File: config.mk
export PLATFORM = sky130hd
export DESIGN_NAME = br_multi_xfer_mux_rr_flat
export DESIGN_NICKNAME = d
export VERILOG_FILES = /design/src/rtl/br_multi_xfer_mux_rr_if.sv /design/src/rtl/br_multi_xfer_mux_rr.sv /design/src/flat_wrapper.sv
export SDC_FILE = /design/constraint.sdc
export NUM_CORES = 1
export LEC_CHECK = 0
export CORE_AREA = 2 2 39 41
export DETAILED_ROUTE_END_ITERATION = 8
export DIE_AREA = 0 0 41 43
export PLACE_DENSITY_LB_ADDON = 0.12
export SYNTH_ARGS = -nofsm -noshare
export SYNTH_HDL_FRONTEND = slang
export SYNTH_SLANG_ARGS = --single-unit
File: constraint.sdc
create_clock -name clk -period 2.48 [get_ports clk]
set_input_delay 0.62 -clock clk [delete_from_list [all_inputs] [get_ports clk]]
set_output_delay 0.62 -clock clk [all_outputs]
set_load 0.03 [all_outputs]
File: src/rtl/br_multi_xfer_mux_rr_if.sv
// Multi-transfer push/pop bundle for br_multi_xfer_mux_rr: NumPorts push sides sharing one pop side.
interface br_multi_xfer_mux_rr_if #(
  parameter int NumPorts    = 2,
  parameter int NumSymbols  = 2,
  parameter int SymbolWidth = 1
);
  localparam int CountWidth = $clog2(NumSymbols + 1);

  logic [NumPorts-1:0][CountWidth-1:0]                   push_sendable;
  logic [NumPorts-1:0][CountWidth-1:0]                   push_receivable;
  logic [NumPorts-1:0][NumSymbols-1:0][SymbolWidth-1:0]  push_data;
  logic [CountWidth-1:0]                                 pop_sendable;
  logic [CountWidth-1:0]                                 pop_receivable;
  logic [NumSymbols-1:0][SymbolWidth-1:0]                pop_data;

  modport master (
    output push_sendable, push_data, pop_receivable,
    input  push_receivable, pop_sendable, pop_data
  );

  modport slave (
    input  push_sendable, push_data, pop_receivable,
    output push_receivable, pop_sendable, pop_data
  );
endinterface

File: src/rtl/br_multi_xfer_mux_rr.sv
// Round-robin mux of NumPorts multi-transfer push streams onto one pop stream, holding the grant until drained.
// Optional per-port saturating accepted-symbol counters: define BR_MULTI_XFER_MUX_RR_XFER_COUNT_EN.
module br_multi_xfer_mux_rr #(
  parameter int NumPorts     = 2,
  parameter int NumSymbols   = 2,
  parameter int SymbolWidth  = 1,
  parameter int CounterWidth = 16
) (
  input  logic clk,
  input  logic rst,
`ifdef BR_MULTI_XFER_MUX_RR_XFER_COUNT_EN
  output logic [NumPorts-1:0][CounterWidth-1:0] xfer_count,
`endif
  br_multi_xfer_mux_rr_if.slave bus
);
  localparam int CountWidth = $clog2(NumSymbols + 1);
  localparam int PtrWidth   = $clog2(NumPorts);

  logic                  locked_reg, locked_next;
  logic [PtrWidth-1:0]   lock_idx_reg, lock_idx_next;
  logic [PtrWidth-1:0]   prio_ptr_reg, prio_ptr_next;
  logic [CountWidth-1:0] remaining_reg, remaining_next;

  logic                  grant;
  logic [PtrWidth-1:0]   sel;
  logic [CountWidth-1:0] sel_sendable;
  logic [CountWidth-1:0] accepted;
  logic                  full_drain;
  int                    cand;

  // While locked the search result is ignored, so unselected requesters never reach the outputs.
  always_comb begin
    grant = 1'b0;
    sel   = '0;
    cand  = 0;
    if (locked_reg) begin
      grant = 1'b1;
      sel   = lock_idx_reg;
    end else begin
      for (int i = 0; i < NumPorts; i++) begin
        cand = int'(prio_ptr_reg) + i;
        if (cand >= NumPorts) cand = cand - NumPorts;
        if (!grant && bus.push_sendable[cand] != '0) begin
          grant = 1'b1;
          sel   = PtrWidth'(cand);
        end
      end
    end
  end

  always_comb begin
    sel_sendable = '0;
    bus.pop_data = '0;
    if (grant) begin
      sel_sendable = bus.push_sendable[sel];
      bus.pop_data = bus.push_data[sel];
    end
  end

  assign bus.pop_sendable = sel_sendable;
  assign full_drain       = (bus.pop_receivable >= sel_sendable);
  assign accepted         = full_drain ? sel_sendable : bus.pop_receivable;

  generate
    for (genvar gi = 0; gi < NumPorts; gi++) begin : g_rcv
      assign bus.push_receivable[gi] =
        (grant && sel == PtrWidth'(gi)) ? bus.pop_receivable : '0;
    end
  endgenerate

  always_comb begin
    locked_next    = locked_reg;
    lock_idx_next  = lock_idx_reg;
    prio_ptr_next  = prio_ptr_reg;
    remaining_next = remaining_reg;
    if (grant) begin
      if (full_drain) begin
        locked_next   = 1'b0;
        prio_ptr_next = (sel == PtrWidth'(NumPorts - 1)) ? '0 : PtrWidth'(sel + 1'b1);
      end else begin
        locked_next    = 1'b1;
        lock_idx_next  = sel;
        remaining_next = sel_sendable - accepted;
      end
    end
  end

  always_ff @(posedge clk) begin
    if (rst) begin
      locked_reg    <= 1'b0;
      lock_idx_reg  <= '0;
      prio_ptr_reg  <= '0;
      remaining_reg <= '0;
    end else begin
      locked_reg    <= locked_next;
      lock_idx_reg  <= lock_idx_next;
      prio_ptr_reg  <= prio_ptr_next;
      remaining_reg <= remaining_next;
    end
  end

`ifdef BR_MULTI_XFER_MUX_RR_XFER_COUNT_EN
  generate
    for (genvar gi = 0; gi < NumPorts; gi++) begin : g_cnt
      logic [CounterWidth-1:0] count_reg;
      logic [CounterWidth:0]   sum;
      assign sum = {1'b0, count_reg} +
                   ((grant && sel == PtrWidth'(gi)) ? (CounterWidth + 1)'(accepted) : '0);
      always_ff @(posedge clk) begin
        if (rst) count_reg <= '0;
        else     count_reg <= sum[CounterWidth] ? {CounterWidth{1'b1}} : sum[CounterWidth-1:0];
      end
      assign xfer_count[gi] = count_reg;
    end
  endgenerate
`endif

  // Senders may only shift leftovers down, never withdraw them, while holding the lock.
  a_locked_nonzero: assert property (@(posedge clk) disable iff (rst)
    locked_reg |-> bus.push_sendable[lock_idx_reg] != '0);
  a_locked_stable: assert property (@(posedge clk) disable iff (rst)
    locked_reg |-> bus.push_sendable[lock_idx_reg] >= remaining_reg);
endmodule
File: src/flat_wrapper.sv
// flat-port wrapper written by rule: the top's interface ports become plain ports
module br_multi_xfer_mux_rr_flat 
#(
  parameter int NumPorts     = 2,
  parameter int NumSymbols   = 2,
  parameter int SymbolWidth  = 1,
  parameter int CounterWidth = 16
)
  (clk, rst, bus_push_sendable, bus_push_data, bus_pop_receivable, bus_push_receivable, bus_pop_sendable, bus_pop_data);
  br_multi_xfer_mux_rr_if #(.NumPorts(NumPorts), .NumSymbols(NumSymbols), .SymbolWidth(SymbolWidth)) bus_i ();
  input  logic clk;
  input  logic rst;
  input wire logic [$bits(bus_i.push_sendable)-1:0] bus_push_sendable;
  input wire logic [$bits(bus_i.push_data)-1:0] bus_push_data;
  input wire logic [$bits(bus_i.pop_receivable)-1:0] bus_pop_receivable;
  output wire logic [$bits(bus_i.push_receivable)-1:0] bus_push_receivable;
  output wire logic [$bits(bus_i.pop_sendable)-1:0] bus_pop_sendable;
  output wire logic [$bits(bus_i.pop_data)-1:0] bus_pop_data;
  assign bus_i.push_sendable = bus_push_sendable;
  assign bus_i.push_data = bus_push_data;
  assign bus_i.pop_receivable = bus_pop_receivable;
  assign bus_push_receivable = bus_i.push_receivable;
  assign bus_pop_sendable = bus_i.pop_sendable;
  assign bus_pop_data = bus_i.pop_data;
  br_multi_xfer_mux_rr #(.NumPorts(NumPorts), .NumSymbols(NumSymbols), .SymbolWidth(SymbolWidth), .CounterWidth(CounterWidth)) u_core (.clk(clk), .rst(rst), .bus(bus_i));
endmodule
==> results of run 1 <==
==> layer usage <==
layer | vias to the layer above | track usage | part of all wire
li1 | 215 | - | -
met1 | 186 | 0.179 | 0.44
met2 | 10 | 0.197 | 0.50
met3 | 0 | 0.0314 | 0.061
met4 | 0 | 0.0800 | 0
met5 | - | 0 | 0
==> what timing repair did <==
item | 4_1_cts | 5_1_grt
endpoints found under the setup margin | 11 | 4
pin swaps | 11 | 7
gates resized for setup | 56 | 5
hold buffers | 0 | 0
setup buffers | 5 | 3
==> cell type report <==
class | instances | area (sq um) | area share
repair buffers | 37 | 323 | 0.434
clock buffers | 4 | 26.3 | 0.0354
multi-input cells | 31 | 307 | 0.412
flip-flops and latches | 3 | 60.1 | 0.0808
inverters | 2 | 7.51 | 0.0101
well taps | 16 | 20.0 | 0.0269
==> Yosys cell counts <==
master / number
buf_2: 1
nand2b_1: 1
o31ai_1: 1
mux2i_1: 1
nor2_2: 1
and2_1: 2
dfxtp_1: 3
nor2_1: 1
o21ba_2: 1
inv_1: 2
nor3b_1: 2
nor4_1: 1
o21ai_0: 5
ha_1: 2
nand2_1: 3
nor3_1: 3
mux2_1: 1
nor4bb_1: 1
or4_4: 1
or3_1: 1
a21oi_1: 3
==> power by group <==
part,internal [W],leakage [nW],switching [W]
clock network,0.0000602,0.0150,0.0000238
logic,0.000119,0.297,0.000108
registers,0.0000556,0.0247,0.00000750
==> cell usage in the layout, fill, tap and decap left out, drive strengths merged <==
cell	count
a21oi	3
o31ai	1
buf	28
mux2i	1
nor4	1
o21ba	1
mux2	1
nor3	3
nor2	2
nor3b	2
ha	2
dfxtp	3
inv	2
or3	1
or4	1
clkdlybuf4s50	7
nor4bb	1
o21ai	5
nand2b	1
clkdlybuf4s15	2
and2	2
clkbuf	4
nand2	3
==> worst min-delay path, cell delays in order, from the launching register on <==
cell	delay [ns]
dfxtp_1	0.31
o21ai_0	0.07
a21oi_1	0.06
==> worst min-delay path by stage <==
stage | from | end | cells past startpoint
after floorplan | u_core.prio_ptr_reg$_SDFFE_PP0P_ | u_core.prio_ptr_reg$_SDFFE_PP0P_ | 2
after global placement | u_core.prio_ptr_reg$_SDFFE_PP0P_ | u_core.prio_ptr_reg$_SDFFE_PP0P_ | 2
after detailed placement | u_core.prio_ptr_reg$_SDFFE_PP0P_ | u_core.prio_ptr_reg$_SDFFE_PP0P_ | 2
after CTS | u_core.prio_ptr_reg$_SDFFE_PP0P_ | u_core.prio_ptr_reg$_SDFFE_PP0P_ | 2
after global routing | u_core.prio_ptr_reg$_SDFFE_PP0P_ | u_core.prio_ptr_reg$_SDFFE_PP0P_ | 2
final | u_core.prio_ptr_reg$_SDFFE_PP0P_ | u_core.prio_ptr_reg$_SDFFE_PP0P_ | 2
==> per-stage QoR <==
stage | TNS [ns] | worst slack (ns) | cell area [sq um]
after global placement | -5.58 | -0.700 | 591
after global routing | -0.0822 | -0.0180 | 743
final | 0 | 0.0117 | 743
after floorplan | 0 | 0.00912 | 315
after detailed placement | -5.69 | -0.698 | 591
after CTS | 0 | 0.00215 | 703
==> kinds of logic after synthesis <==
family	after synthesis
AND/OR/NAND/NOR	17
buffers and inverters	3
flip-flops	3
multiplexers	2
adder cells (fa/ha/maj)	2
AO/OA/AOI/OAI	10
==> impl_metrics.yaml, run 1 <==
setup_path:
  setup.worst_path.start_class: "input port"
  worst-path-stages: 7
  ff2ff_path_depth: 8
  cp.arrival_ns: 1.85
  cp.required_ns: 1.86
  cp_slowest_cell: "or4_4"
  r2r-end: "u_core.lock_idx_reg$_SDFFE_PP0P_"
  cp_common_cell: "buf_6"
  rrSetupSlack_ns: 0.36
  crit_buf_inv: 4
  r2r-start: "u_core.prio_ptr_reg$_SDFFE_PP0P_"
  cpPeakStageDelay_ns: 0.54
  cp_max_fo: 3
  crit_family: "simple AND/OR/NAND/NOR gates"
  crit_end: "bus_push_receivable[1]"
  startpoint: "bus_push_sendable[0]"
  path_cells: "buf_8, buf_6, or4_4, buf_6, nor2_4, nor3b_2, buf_4"
  worst-setup-path-type: "in2out"
  crit_path_end_kind: "output port"
grt:
  grt_pass1_wl_um: 1630
  antenna_found_initial: 0
  grt_max_degree: 6
  grt_pass1_vias: 382
  grt_overflow: 0
  track_usage: 0.137
floorplan:
  die_height_um: 43
  fp.dieW_um: 41
  initial_core_util: 0.203
  placementRows: 14
  num_io_pins: 20
  coreArea_sq_um: 1380
  fp.dieArea_sq_um: 1760
placed_design:
  port_buffers: 19
  dpl.hpwl_um: 701
  gp_congestion: 0.703
  dp.cells: 82
synthesis:
  synth_compound_area_frac: 0.205
  synth_simple_gate_area_frac: 0.371
  syn_area_per_cell_sq_um: 7.57
  netlist-cell-type-count: 21
  synth_cells: 37
  yosysTopAreaCell: "dfxtp_1"
  synth.cell_area_sq_um: 280
  yosys_register_bits: 3
  synth_xor_area_frac: 0
  synth_warnings: 0
  synthMuxAreaShare: 0.0759
  yosysTopAreaCellShare: 0.214
  yosys-top-cells-area: "dfxtp_1 (21%), ha_1 (8.9%), o21ai_0 (8.9%)"
  synth_nets: 51
  synth_top_family_by_area: "simple AND/OR/NAND/NOR gates"
  synthAdderAreaFrac: 0.0893
  yosysSeqAreaShare: 0.214
cells_and_area:
  syn2layout_area_growth_pct: 165
  n_fill_cell: 143
  stdcell_count: 93
  drive_gt1_frac: 0.610
  antenna_cells: 0
  nNetsFinal: 92
  utilization: 0.537
clocking:
  insertion_delay_ns: 0.23
  clock_sinks: 3
  cts_buffer_depth: 2
  clkTransAtPathRegs_ns: 0.04
  htree_levels: 1
  root_buffer: "clkbuf_4"
  numCtsBuffers: 3
  cts_tree: "built"
min_path:
  hold_path.class: "reg2reg"
sta:
  min_period_ns: 2.47
  maxSlewViolCount: 0
  whs_ns: 0.493
  fmax_ghz: 0.405
  fin_skew_ns: 0.000242
  grt_setup_unrepaired: "yes"
  slew_headroom: 0.625
  finalSetupViolCount: 0
  fin_crit_sh: 0.995
  hold_viol: 0
  worst_pin_slew_ns: 0.559
run:
  maxCapViolCount: 0
outcome:
  outcome: "completed"
pwr:
  power_leakage_nw: 0.336
  power.total_w: 0.000374
  vdd_drop_max_mv: 0.239
  p_per_area_nw_per_um2: 503
detailed_routing:
  avgViaCountPerCell: 4.42
  num_vias: 411
  post_drt_wl_per_cell_um: 10.8
  ant_nets: 0
  wl_um: 1000
  drc: 0
  drt_pass1_iterations: 1
  drt_iter0_markers: 0
Power figures use the tool's default switching activity.
==> inputs of run 2 (changes only) <==
- ABC_AREA: unset -> 1
==> impl_metrics.yaml, run 2 <==
outcome:
  outcome: "completed"
cells_and_area:
  nNetsFinal: 104
  n_fill_cell: 160
  final_cell_mix: "nand2_1 (16), buf_4 (16), inv_1 (9), nor2_1 (8), clkdlybuf4s50_1 (8)"
  antenna_cells: 0
  syn2layout_area_growth_pct: 89.3
  stdcell_count: 105
  drive_gt1_frac: 0.337
  design_area_sq_um: 642
clocking:
  cts_buffer_depth: 2
  htree_levels: 1
  clock_sinks: 3
  clkTransAtPathRegs_ns: 0.03
  hold_buffers: 0
  insertion_delay_ns: 0.23
  root_buffer: "clkbuf_4"
  numCtsBuffers: 3
  cts_tree: "built"
placed_design:
  place_ws_ns: -0.0666
  dpl_cell_area_sq_um: 589
  dp.cells: 100
  port_buffers: 19
  dpl.hpwl_um: 732
  gp_congestion: 0.724
grt:
  grt_overflow: 0
  antenna_found_initial: 0
  grt_pass1_wl_um: 1390
  track_usage: 0.113
  grt_pass1_vias: 375
  grt_max_degree: 6
synthesis:
  synth_cells: 57
  synth_nets: 71
  synthArstFlopShare: 0
  synth_warnings: 0
  netlist-cell-type-count: 14
  yosysTopAreaCellShare: 0.177
  synthFlopType: "dfxtp_1"
  yosysSeqAreaShare: 0.177
  syn_area_per_cell_sq_um: 5.95
  synth_edf_count: 0
  yosys_register_bits: 3
  synth_common_cells: "nand2_1 (16), inv_1 (9), nor2_1 (9), nand3_1 (5), dfxtp_1 (3)"
  yosys-top-cells-area: "dfxtp_1 (18%), nand2_1 (18%), inv_1 (10%)"
  synth.cell_area_sq_um: 339
  synth_most_common_cell: "nand2_1"
  yosysTopAreaCell: "dfxtp_1"
pwr:
  switching_power_w: 0.000192
  swShare: 0.439
  p_per_area_nw_per_um2: 683
  internal_power_w: 0.000246
  vdd_drop_max_mv: 0.269
  pwr-share-comb: 0.663
  pwr-share-seq: 0.149
  power_leakage_nw: 0.354
  pwr-share-clk: 0.189
setup_path:
  crit_path_end_kind: "output port"
  cp.arrival_ns: 1.81
  rrSetupSlack_ns: 0.71
  setup.worst_path.start_class: "input port"
  crit_end: "bus_pop_data[1]"
  cp_max_fo: 5
  startpoint: "bus_push_sendable[1]"
  worst-setup-path-type: "in2out"
  path_cells: "clkdlybuf4s50_1, o21ai_2, nand2_4, nand2_4, buf_4, nand2_1, nand2_1, buf_4"
  cp_slowest_cell: "clkdlybuf4s50_1"
  cp.required_ns: 1.86
  r2r-start: "u_core.locked_reg$_SDFFE_PP0P_"
  ff2ff_path_depth: 12
  cpPeakStageDelay_ns: 0.44
  r2r-end: "u_core.prio_ptr_reg$_SDFFE_PP0P_"
detailed_routing:
  drt_iter0_markers: 2
  drc: 0
  num_vias: 436
  ant_nets: 0
  post_drt_wl_per_cell_um: 8.81
  wl_um: 925
  drt_pass1_iterations: 4
  avgViaCountPerCell: 4.15
sta:
  maxSlewViolCount: 0
  fin_crit_sh: 0.980
  hold_viol: 0
  finalSetupViolCount: 0
  slew_headroom: 0.846
  fmax_ghz: 0.412
  setup_ws_ns: 0.0502
  whs_ns: 0.470
  min_period_ns: 2.43
  fin_skew_ns: 0.000408
  tns_ns: 0
  grt_setup_unrepaired: "no"
  worst_pin_slew_ns: 0.231
floorplan:
  fp.dieW_um: 41
  initial_core_util: 0.245
  placementRows: 14
  coreArea_sq_um: 1380
  die_height_um: 43
  fp.dieArea_sq_um: 1760
  num_io_pins: 20
min_path:
  hold_path.class: "reg2reg"
  hold_depth: 2
run:
  maxCapViolCount: 0
-- run 2: power groups by stage --
| stage | clock [W] | combinational [W] | sequential, W |
|---|---|---|---|
| global placement | 0 | 0.000278 | 0.0000662 |
| global route | 0.0000885 | 0.000321 | 0.0000658 |
| finish | 0.0000827 | 0.000290 | 0.0000651 |
| CTS | 0.0000887 | 0.000279 | 0.0000654 |
| detailed placement | 0 | 0.000278 | 0.0000661 |
| floorplan | 0 | 0.000170 | 0.0000652 |
-- run 2: kinds of logic after synthesis --
| kind of cell | count (synthesis) | share of synthesized area |
|---|---|---|
| compound gates | 3 | 0.0443 |
| fa+ha+maj | 2 | 0.0738 |
| buf+inv | 10 | 0.118 |
| flops | 3 | 0.177 |
| simple gates | 39 | 0.587 |
-- run 2: worst min path at each step --
| stage | startpoint | endpoint | slack, ns |
|---|---|---|---|
| after floorplan | u_core.lock_idx_reg$_SDFFE_PP0P_ | u_core.lock_idx_reg$_SDFFE_PP0P_ | 0.45 |
| after global placement | u_core.lock_idx_reg$_SDFFE_PP0P_ | u_core.lock_idx_reg$_SDFFE_PP0P_ | 0.47 |
| after detailed placement | u_core.lock_idx_reg$_SDFFE_PP0P_ | u_core.lock_idx_reg$_SDFFE_PP0P_ | 0.47 |
| after CTS | u_core.lock_idx_reg$_SDFFE_PP0P_ | u_core.lock_idx_reg$_SDFFE_PP0P_ | 0.48 |
| after global routing | u_core.lock_idx_reg$_SDFFE_PP0P_ | u_core.lock_idx_reg$_SDFFE_PP0P_ | 0.49 |
| final | u_core.lock_idx_reg$_SDFFE_PP0P_ | u_core.lock_idx_reg$_SDFFE_PP0P_ | 0.47 |
-- run 2: through the flow --
| stage | utilization | total power [W] |
|---|---|---|
| after floorplan | - | 0.000235 |
| after detailed placement | 0.426 | 0.000344 |
| after CTS | 0.444 | 0.000433 |
| after global placement | 0.426 | 0.000344 |
| after global routing | 0.464 | 0.000475 |
| final | 0.464 | 0.000438 |
-- run 2: layout make-up --
| cell class | instances | area (sq um) | area share |
|---|---|---|---|
| Clock buffer | 4 | 26.3 | 0.0409 |
| Inverter | 10 | 40.0 | 0.0624 |
| Multi-Input combinational cell | 44 | 250 | 0.390 |
| Sequential cell | 3 | 60.1 | 0.0936 |
| Tap cell | 16 | 20.0 | 0.0312 |
| Timing Repair Buffer | 28 | 245 | 0.382 |
-- run 2: worst max-delay path, delay by kind of cell --
family | cells | cell delay, ns
buffers and inverters | 3 | 0.72
and+or+nand+nor | 4 | 0.30
AOI/OAI and AO/OA | 1 | 0.18
-- run 2: timing repair --
action | in CTS | in global routing
pin swaps | 1 | 4
setup endpoints to repair | 2 | 6
setup buffers | 0 | 1
gates resized for setup | 1 | 6
-- run 2: per-layer routing --
layer,routed length [um],vias up,GRT usage
met2,438,15,0.175
met5,0,-,0
met1,410,181,0.152
li1,-,240,-
met3,76,0,0
met4,0,0,0.0600
==> inputs of run 3 (changes only) <==
- CTS_CLUSTER_DIAMETER: unset -> 30
- HOLD_SLACK_MARGIN: unset -> 0.06
==> results of run 3 <==
The final DEF is identical to that of run 2; final timing and power are the same.
